`src/rtl/memory_access_pkg.sv`:
```
// memory_access_pkg: shared FSM state encoding and timeout default for memory_access
package memory_access_pkg;
  localparam logic [1:0] ST_IDLE  = 2'b00;
  localparam logic [1:0] ST_ISSUE = 2'b01;
  localparam logic [1:0] ST_WAIT  = 2'b10;
  localparam int TIMEOUT_CYC_DEF = 32;
endpackage

```
`src/rtl/memory_access_mem_timer.sv`:
```
// mem_timer: WAIT timeout counter; clr zeroes, en increments, expired flags count == TIMEOUT_CYC-1
module mem_timer
  import memory_access_pkg::*;
#(
  parameter int TIMEOUT_CYC = TIMEOUT_CYC_DEF
) (
  input  logic clk,
  input  logic rst,
  input  logic clr,
  input  logic en,
  output logic expired
);
  localparam int CW = $clog2(TIMEOUT_CYC + 1);
  logic [CW-1:0] cnt_q, cnt_d;
  always_comb cnt_d = clr ? '0 : en ? cnt_q + CW'(1) : cnt_q;
  assign expired = cnt_q == CW'(TIMEOUT_CYC - 1);
  always_ff @(posedge clk)
    if (rst) cnt_q <= '0;
    else cnt_q <= cnt_d;
endmodule

```
`src/rtl/memory_access.sv`:
```
// memory_access: load/store stage with IDLE/ISSUE/WAIT handshake, alignment/conflict faults and WAIT timeout
module memory_access
  import memory_access_pkg::*;
#(
  parameter int TIMEOUT_CYC = TIMEOUT_CYC_DEF
) (
  input  logic        clk,
  input  logic        rst,
  input  logic        valid_in,
  input  logic        memrd_in,
  input  logic        memwrt_in,
  input  logic [15:0] alu_in,
  input  logic [15:0] wdata_in,
  output logic [15:0] mem_addr,
  output logic [15:0] mem_wdata,
  output logic        mem_rd,
  output logic        mem_wr,
  input  logic        mem_stall,
  input  logic        mem_done,
  input  logic [15:0] mem_rdata,
  output logic        stall_out,
  output logic        valid_out,
  output logic [15:0] result_out,
  output logic        err_out
);
  logic [1:0] state_q, state_d;
  logic rd_q, rd_d, valid_q, valid_d, err_q, err_d;
  logic [15:0] addr_q, addr_d, wdata_q, wdata_d, result_q, result_d;
  logic mem_op, legal, accept, expired;
  always_comb begin
    mem_op = memrd_in | memwrt_in;
    legal = state_q == ST_IDLE && valid_in && mem_op && !(memrd_in && memwrt_in) && !alu_in[0];
    accept = state_q == ST_ISSUE && !mem_stall;
    state_d = state_q;
    rd_d = rd_q;
    addr_d = addr_q;
    wdata_d = wdata_q;
    result_d = result_q;
    valid_d = 1'b0;
    err_d = 1'b0;
    if (state_q == ST_IDLE && valid_in) begin
      if (legal) begin
        state_d = ST_ISSUE;
        rd_d = memrd_in;
        addr_d = alu_in;
        wdata_d = wdata_in;
      end else begin
        // any mem op that is not legal is a conflict or misalignment fault
        valid_d = 1'b1;
        err_d = mem_op;
        result_d = alu_in;
      end
    end else if (accept) begin
      state_d = ST_WAIT;
    end else if (state_q == ST_WAIT && (mem_done || expired)) begin
      // mem_done takes priority over a coincident timeout
      state_d = ST_IDLE;
      valid_d = 1'b1;
      err_d = !mem_done;
      result_d = mem_done && rd_q ? mem_rdata : addr_q;
    end
  end
  mem_timer #(.TIMEOUT_CYC(TIMEOUT_CYC)) u_timer (
    .clk(clk),
    .rst(rst),
    .clr(accept),
    .en(state_q == ST_WAIT && !mem_done),
    .expired(expired)
  );
  assign mem_rd = state_q == ST_ISSUE && rd_q;
  assign mem_wr = state_q == ST_ISSUE && !rd_q;
  assign mem_addr = addr_q;
  assign mem_wdata = wdata_q;
  assign stall_out = state_q != ST_IDLE || legal;
  assign valid_out = valid_q;
  assign err_out = err_q;
  assign result_out = result_q;
  always_ff @(posedge clk)
    if (rst) begin
      state_q <= ST_IDLE;
      rd_q <= 1'b0;
      addr_q <= '0;
      wdata_q <= '0;
      result_q <= '0;
      valid_q <= 1'b0;
      err_q <= 1'b0;
    end else begin
      state_q <= state_d;
      rd_q <= rd_d;
      addr_q <= addr_d;
      wdata_q <= wdata_d;
      result_q <= result_d;
      valid_q <= valid_d;
      err_q <= err_d;
    end
endmodule

```
`config.mk`:
```
export PLATFORM = sky130hd
export DESIGN_NAME = memory_access
export DESIGN_NICKNAME = d
export VERILOG_FILES = /design/src/rtl/memory_access_pkg.sv /design/src/rtl/memory_access_mem_timer.sv /design/src/rtl/memory_access.sv
export SDC_FILE = /design/constraint.sdc
export NUM_CORES = 1
export LEC_CHECK = 0
export ABC_AREA = 0
export BUFFER_PORTS_ARGS = -buffer_cell sky130_fd_sc_hd__buf_2
export CAP_MARGIN = 25
export CORE_MARGIN = 2
export CORE_UTILIZATION = 45
export CTS_BUF_LIST = sky130_fd_sc_hd__clkbuf_8
export DETAILED_ROUTE_END_ITERATION = 6
export HOLD_SLACK_MARGIN = 0.15
export PLACE_DENSITY = 0.83
export SYNTH_ARGS = -nofsm -noshare
export SYNTH_HDL_FRONTEND = slang
export SYNTH_SLANG_ARGS = --single-unit
```
`constraint.sdc`:
```
create_clock -name clk -period 2.4 [get_ports clk]
set_clock_uncertainty 0.05 [all_clocks]
set_input_delay 0.24 -clock clk [delete_from_list [all_inputs] [get_ports clk]]
set_output_delay 0.24 -clock clk [all_outputs]
set_load 0.02 [all_outputs]
```
=== Yosys cells after proc, flatten, opt, wreduce, memory -nomap -nowiden ===
Index checks and enable logic that the tools add are counted.
Widths: inputs -> output; s select.

* Flip-flop bits (word level): 59
* Latch bits: 0
* Memory bits (writable): 0
* ROM bits: 0
* Bits of input ports: 55
* Output and inout bits: 53
* Word-level logic and storage cells: 59
* Memories: 0

* $add $sub $neg: 1
* Multipliers: 0
* Div/mod/pow operators: 0
* Order comparisons: 0
* Equal/unequal tests: 6
* Shift operators: 0
* Multiplexer cells: 17
* Bitwise operators: 1
* Reduce and logical (&&, ||, !) cells: 26

{| class="wikitable"
|+ Operators with widths
! kind !! count
|-
| $mux 16 || 5
|-
| $logic_and 1x1->1 || 11
|-
| $mux 1 || 8
|-
| $mux 2 || 4
|-
| $add 6x1->6 const B || 1
|-
| $eq 6x5->1 const B || 1
|-
| $ne 2x2->1 const B || 3
|-
| $logic_not 1->1 || 5
|-
| $reduce_and 2->1 || 2
|-
| $reduce_bool 2->1 || 2
|-
| $reduce_and 3->1 || 1
|-
| $reduce_bool 3->1 || 1
|-
| $eq 2x1->1 const B || 1
|-
| $eq 2x2->1 const B || 1
|-
| $logic_not 2->1 || 1
|-
| $logic_or 1x1->1 || 2
|-
| $reduce_or 2->1 || 1
|-
| $or 1x1->1 || 1
|}

=== Longest topological paths before layout ===
* Depth in word-level cells: 7
* Depth in mapped cells: 7
* Depth with buffers taken out: 5

=== Modules after synthesis ===
From an unflattened synthesis, not the netlist that was laid out.

* Cells, all modules: 290
* Area total of the unflattened synthesis: 2451.1 um2

{| class="wikitable"
|+ By module, submodules not included
! module !! times used !! cells an instance !! area each (um2) !! seq. area each (um2)
|-
| memory_access || 1 || 262 || 2192.1 || 1061.0
|-
| mem_timer || 1 || 28 || 259.0 || 120.1
|}

=== Worst setup path before layout ===
OpenSTA, ideal clock, no wires.

* Path type: reg-to-reg
* Start: register state_q[0]
* End: register wdata_q[3], in the netlist mem_wdata[3]
* Setup time: 0.135 ns
* Arrival time: 1.611 ns
* Setup slack: 0.604 ns
* Stages on the path, launching flop included: 8
* Path buffers: 3
* Clock period less this slack: 1.796 ns
* Path through: dfxtp_1 -> or3b_1 -> buf_6 -> or3_1 -> clkbuf_1 -> buf_2 -> nand2_1 -> a21oi_1

* Word-level cells in the longest chain between the ends: 6

{| class="wikitable"
|+ RTL lines
! element !! RTL line !! source
|-
| start: declaration || memory_access.sv:26 || <nowiki>logic [1:0] state_q, state_d;</nowiki>
|-
| start signal: assignment || memory_access.sv:88 || <nowiki>state_q <= state_d;</nowiki>
|-
| $logic_not 2->1 * || memory_access.sv:32, memory_access.sv:41 ||
|-
| $logic_and 1x1->1 * || memory_access.sv:32, memory_access.sv:41 ||
|-
| $logic_and 1x1->1 (3 in a row) || memory_access.sv:32 || <nowiki>legal = state_q == ST_IDLE && valid_in && mem_op && !(memrd_in && memwrt_in) && !alu_in[0];</nowiki>
|-
| $reduce_and 2->1 (no line) * || -- ||
|-
| end signal: assignment || memory_access.sv:91 || <nowiki>wdata_q <= wdata_d;</nowiki>
|-
| end: declaration || memory_access.sv:28 || <nowiki>logic [15:0] addr_q, addr_d, wdata_q, wdata_d, result_q, result_d;</nowiki>
|}

Mark *: on every way between the ends. The rest lies on a longest branch, timed or not.
A chain may end at the register's enable or synchronous reset.

=== Final worst setup path ===
* Start: input memrd_in
* End: output stall_out

* Word-level cells in the longest chain between the ends: 5
* Elaborated cells on any way between the ends: 7

{| class="wikitable"
|+ RTL lines
! element !! RTL line !! source
|-
| start: declaration || memory_access.sv:10 || <nowiki>input logic memrd_in,</nowiki>
|-
| $or 1x1->1 or $logic_and 1x1->1 (tied branches) || memory_access.sv:31, memory_access.sv:32 ||
|-
| $logic_and 1x1->1 or $logic_not 1->1 (tied branches) || memory_access.sv:32 ||
|-
| $logic_and 1x1->1 * (2 in a row) || memory_access.sv:32 ||
|-
| $logic_or 1x1->1 * || memory_access.sv:74 || <nowiki>assign stall_out = state_q != ST_IDLE || legal;</nowiki>
|-
| end: declaration || memory_access.sv:21 || <nowiki>output logic stall_out,</nowiki>
|}

Marked as above.

==> impl_metrics.py <==
metrics = {
    "floorplan": {
        "die_x_microns": 79.9,
        "die_h_microns": 79.9,
        "rows": 27,
        "die-area_sq_mm": 0.00638,
        "io_pins": 108,
        "core_sq_mm": 0.00554,
        "start_util_pct": 46.7,
    },
    "layout": {
        "drive_gt1_share_pct": 30.5,
        "area_growth_pct": 41.1,
        "final_cell_area_sq_mm": 0.00365,
        "antenna_cells": 0,
        "nets": 498,
    },
    "detailed_routing": {
        "num_vias": 2698,
        "drc": 0,
        "route.met2.wl_microns": 3780,
        "wl_met3_microns": 451,
        "ant_nets": 0,
        "drt_wl_total_microns": 7600,
        "wl_per_cell_microns": 14.7,
        "drt_first_pass_iters": 4,
        "highest_layer": "met4",
        "vias_per_cell": 5.21,
        "drt_iter0_drc": 122,
        "wl_met1_microns": 3130,
    },
    "sta": {
        "hold_violations": 0,
        "worst_pin_slew_ns": 0.740,
        "whs_ns": 0.199,
        "tns_ns": 0,
        "rsz0062_at_grt": "no",
        "finalCriticalPeriod_ns": 2.24,
        "slew_headroom_pct": 50.5,
        "setup_viol": 0,
        "timing.final.ws_setup_ns": 0.160,
        "fmax_ghz": 0.447,
        "slew_violations": 0,
        "timing.final.crit_share_pct": 93.3,
    },
    "grt": {
        "grt_pass1_wl_microns": 11600,
        "antenna_found_initial": 0,
        "overflow": 0,
        "grt_use_total_pct": 23.8,
        "grt_max_degree": 36,
        "grt_pass1_vias": 2517,
    },
    "clock_tree": {
        "cts_setup_buffers": 0,
        "cts_root_buffer": "clkbuf_8",
        "hold_buffers": 32,
        "ctsResizeCount": 0,
        "clockBufferDepth": 2,
        "tritoncts": "done",
        "cts.sinks": 59,
        "cts.htree.levels": 3,
        "numCtsBuffers": 9,
        "clk_pin_slew_worst_paths_ns": 0.06,
        "clk_latency_ns": 0.33,
    },
    "synth": {
        "synth-edff-count": 0,
        "synth_seq_cells": 59,
        "yosysSeqAreaShare_pct": 45.6,
        "synthArstFlopShare_pct": 0,
        "syn_area_sq_mm": 0.00259,
        "ys_dominant_reg_cell": "dfxtp_1",
        "yosysTopAreaCellShare_pct": 45.6,
        "synth_area_leaders": "dfxtp_1 (46%), nand2_1 (10%), a21oi_1 (8.9%)",
        "yosys.area.top_type": "dfxtp_1",
        "synthCells": 309,
        "synthesis.nets": 365,
        "synth_mux_area_share_pct": 6.57,
        "synthXorXnorAreaFrac_pct": 2.03,
        "synth_top_family_by_area": "simple AND/OR/NAND/NOR gates",
        "synth_simple_gate_area_share_pct": 20.7,
        "synthAdderAreaFrac_pct": 0.483,
        "yosysUniqueCellTypes": 31,
        "synth_compound_gate_area_share_pct": 19.3,
        "ys.warnings.count": 0,
        "syn-mean-instance-area_sq_um": 8.38,
    },
    "hold_path": {
        "hp-class": "input pin to flop",
    },
    "setup_path": {
        "cpMaxStageDelayCell": "dlygate4sd3_1",
        "crit_required_ns": 2.11,
        "critPathMaxStageDelay_ns": 0.53,
        "critPathKind": "input pin to output pin",
        "crit_fanout": 3,
        "endpoint_kind": "output pin",
        "worstPathArrival_ns": 1.95,
        "crit_chain": "dlygate4sd3_1, buf_2, xnor2_1, nor3_4, or3_1, buf_2",
        "cp_common_cell": "buf_2",
        "worstSetupStartpointType": "input pin",
    },
    "run": {
        "maxCapViolCount": 0,
    },
    "placed_design": {
        "placed_area_sq_mm": 0.00316,
        "dpl.hpwl_microns": 4890,
        "port_buffers": 107,
        "dp_slack_ns": 0.515,
        "finalWeightedCongestion": 0.907,
    },
    "status": {
        "status": "finished clean",
    },
    "pwr": {
        "powerDensity_mw_per_mm2": 619,
        "p_leak_nw": 1.70,
        "ir_drop_v": 0.000399,
    },
}
-- critical path: cells and delay by family --
kind | cells | cell delay, ns
buffers and inverters | 3 | 0.84
XOR/XNOR | 1 | 0.46
AND/OR/NAND/NOR | 2 | 0.40
-- state kept, by name, indices dropped and copies added, names as in the netlist --
register / count
err_out: 1
state_q: 2
result_out: 16
mem_addr: 16
valid_out: 1
rd_q: 1
u_timer.cnt_q: 6
mem_wdata: 16
-- worst paths after layout --
check	start	to	slack, ns	cells after the start
max	memrd_in	stall_out	0.16	6
min	mem_stall	state_q[0]$_SDFFE_PP0P_	0.20	3
max reg2reg	state_q[0]$_SDFFE_PP0P_	mem_wdata[10]$_SDFFE_PP0P_	0.49	6
min reg2reg	mem_wdata[2]$_SDFFE_PP0P_	mem_wdata[2]$_SDFFE_PP0P_	0.40	2
-- cells in the mapped netlist, types with 2 or more instances --
library cell	n
a21oi_2	6
nand3_1	16
buf_2	9
nand2_1	69
or3_1	2
a21oi_1	46
nand4_1	2
and3_1	2
clkbuf_1	11
mux2i_1	17
a221o_1	16
xnor2_1	3
o21ai_0	3
inv_1	4
buf_6	3
nor2_1	25
dfxtp_1	59
xor2_1	3
-- placed cells by master, fill, tap and decap left out, drive strengths merged --
master	instances
or4	1
dfxtp	59
and3	2
a31oi	1
nor3b	2
bufinv	1
o21bai	2
o21ai	3
clkbuf	9
nand2	69
clkinv	2
a32oi	1
nor2	25
nand4	2
xnor2	3
nand2b	1
a21oi	52
buf	114
or3b	1
and4bb	1
nor3	1
xor2	3
or3	2
dlygate4sd3	32
ha	1
mux2i	17
inv	7
a221o	16
nand3	16
-- logic make-up (layout without fill, tap and decap cells) --
group                    Yosys count  after routing
AO/OA/AOI/OAI                     75             75
XOR/XNOR                           6              6
adder cells (fa/ha/maj)            1              1
buffers and inverters             28            165
flip-flops                        59             59
multiplexers                      17             17
AND/OR/NAND/NOR                  123            123
-- routing by layer --
layer	track usage [%]	vias up
met5	0	-
met4	13.9	0
met3	6.11	18
met2	40.1	86
met1	27.1	1258
li1	-	1336
-- metrics by stage --
step           power, W  instances  utilization (%)
2_1_floorplan   0.00128        309                -
4_1_cts         0.00227        518             65.9
3_5_place_dp    0.00141        471             57.0
6_report        0.00226        518             65.9
5_1_grt         0.00236        518             65.9
3_3_place_gp    0.00140        471             57.0
-- final cells by class --
type,count,area [sq um]
Sequential cell,59,1180
Timing Repair Buffer,146,908
Multi-Input combinational cell,222,1280
Tap cell,72,90.1
Clock inverter,6,51.3
Inverter,4,15.0
Fill cell,484,1890
Clock buffer,9,124
-- power by group --
group	internal [W]	switching, W
combinational	0.000164	0.000218
clock	0.000458	0.000371
sequential	0.00102	0.0000263
Note: power is estimated with default switching activity, not from simulation.
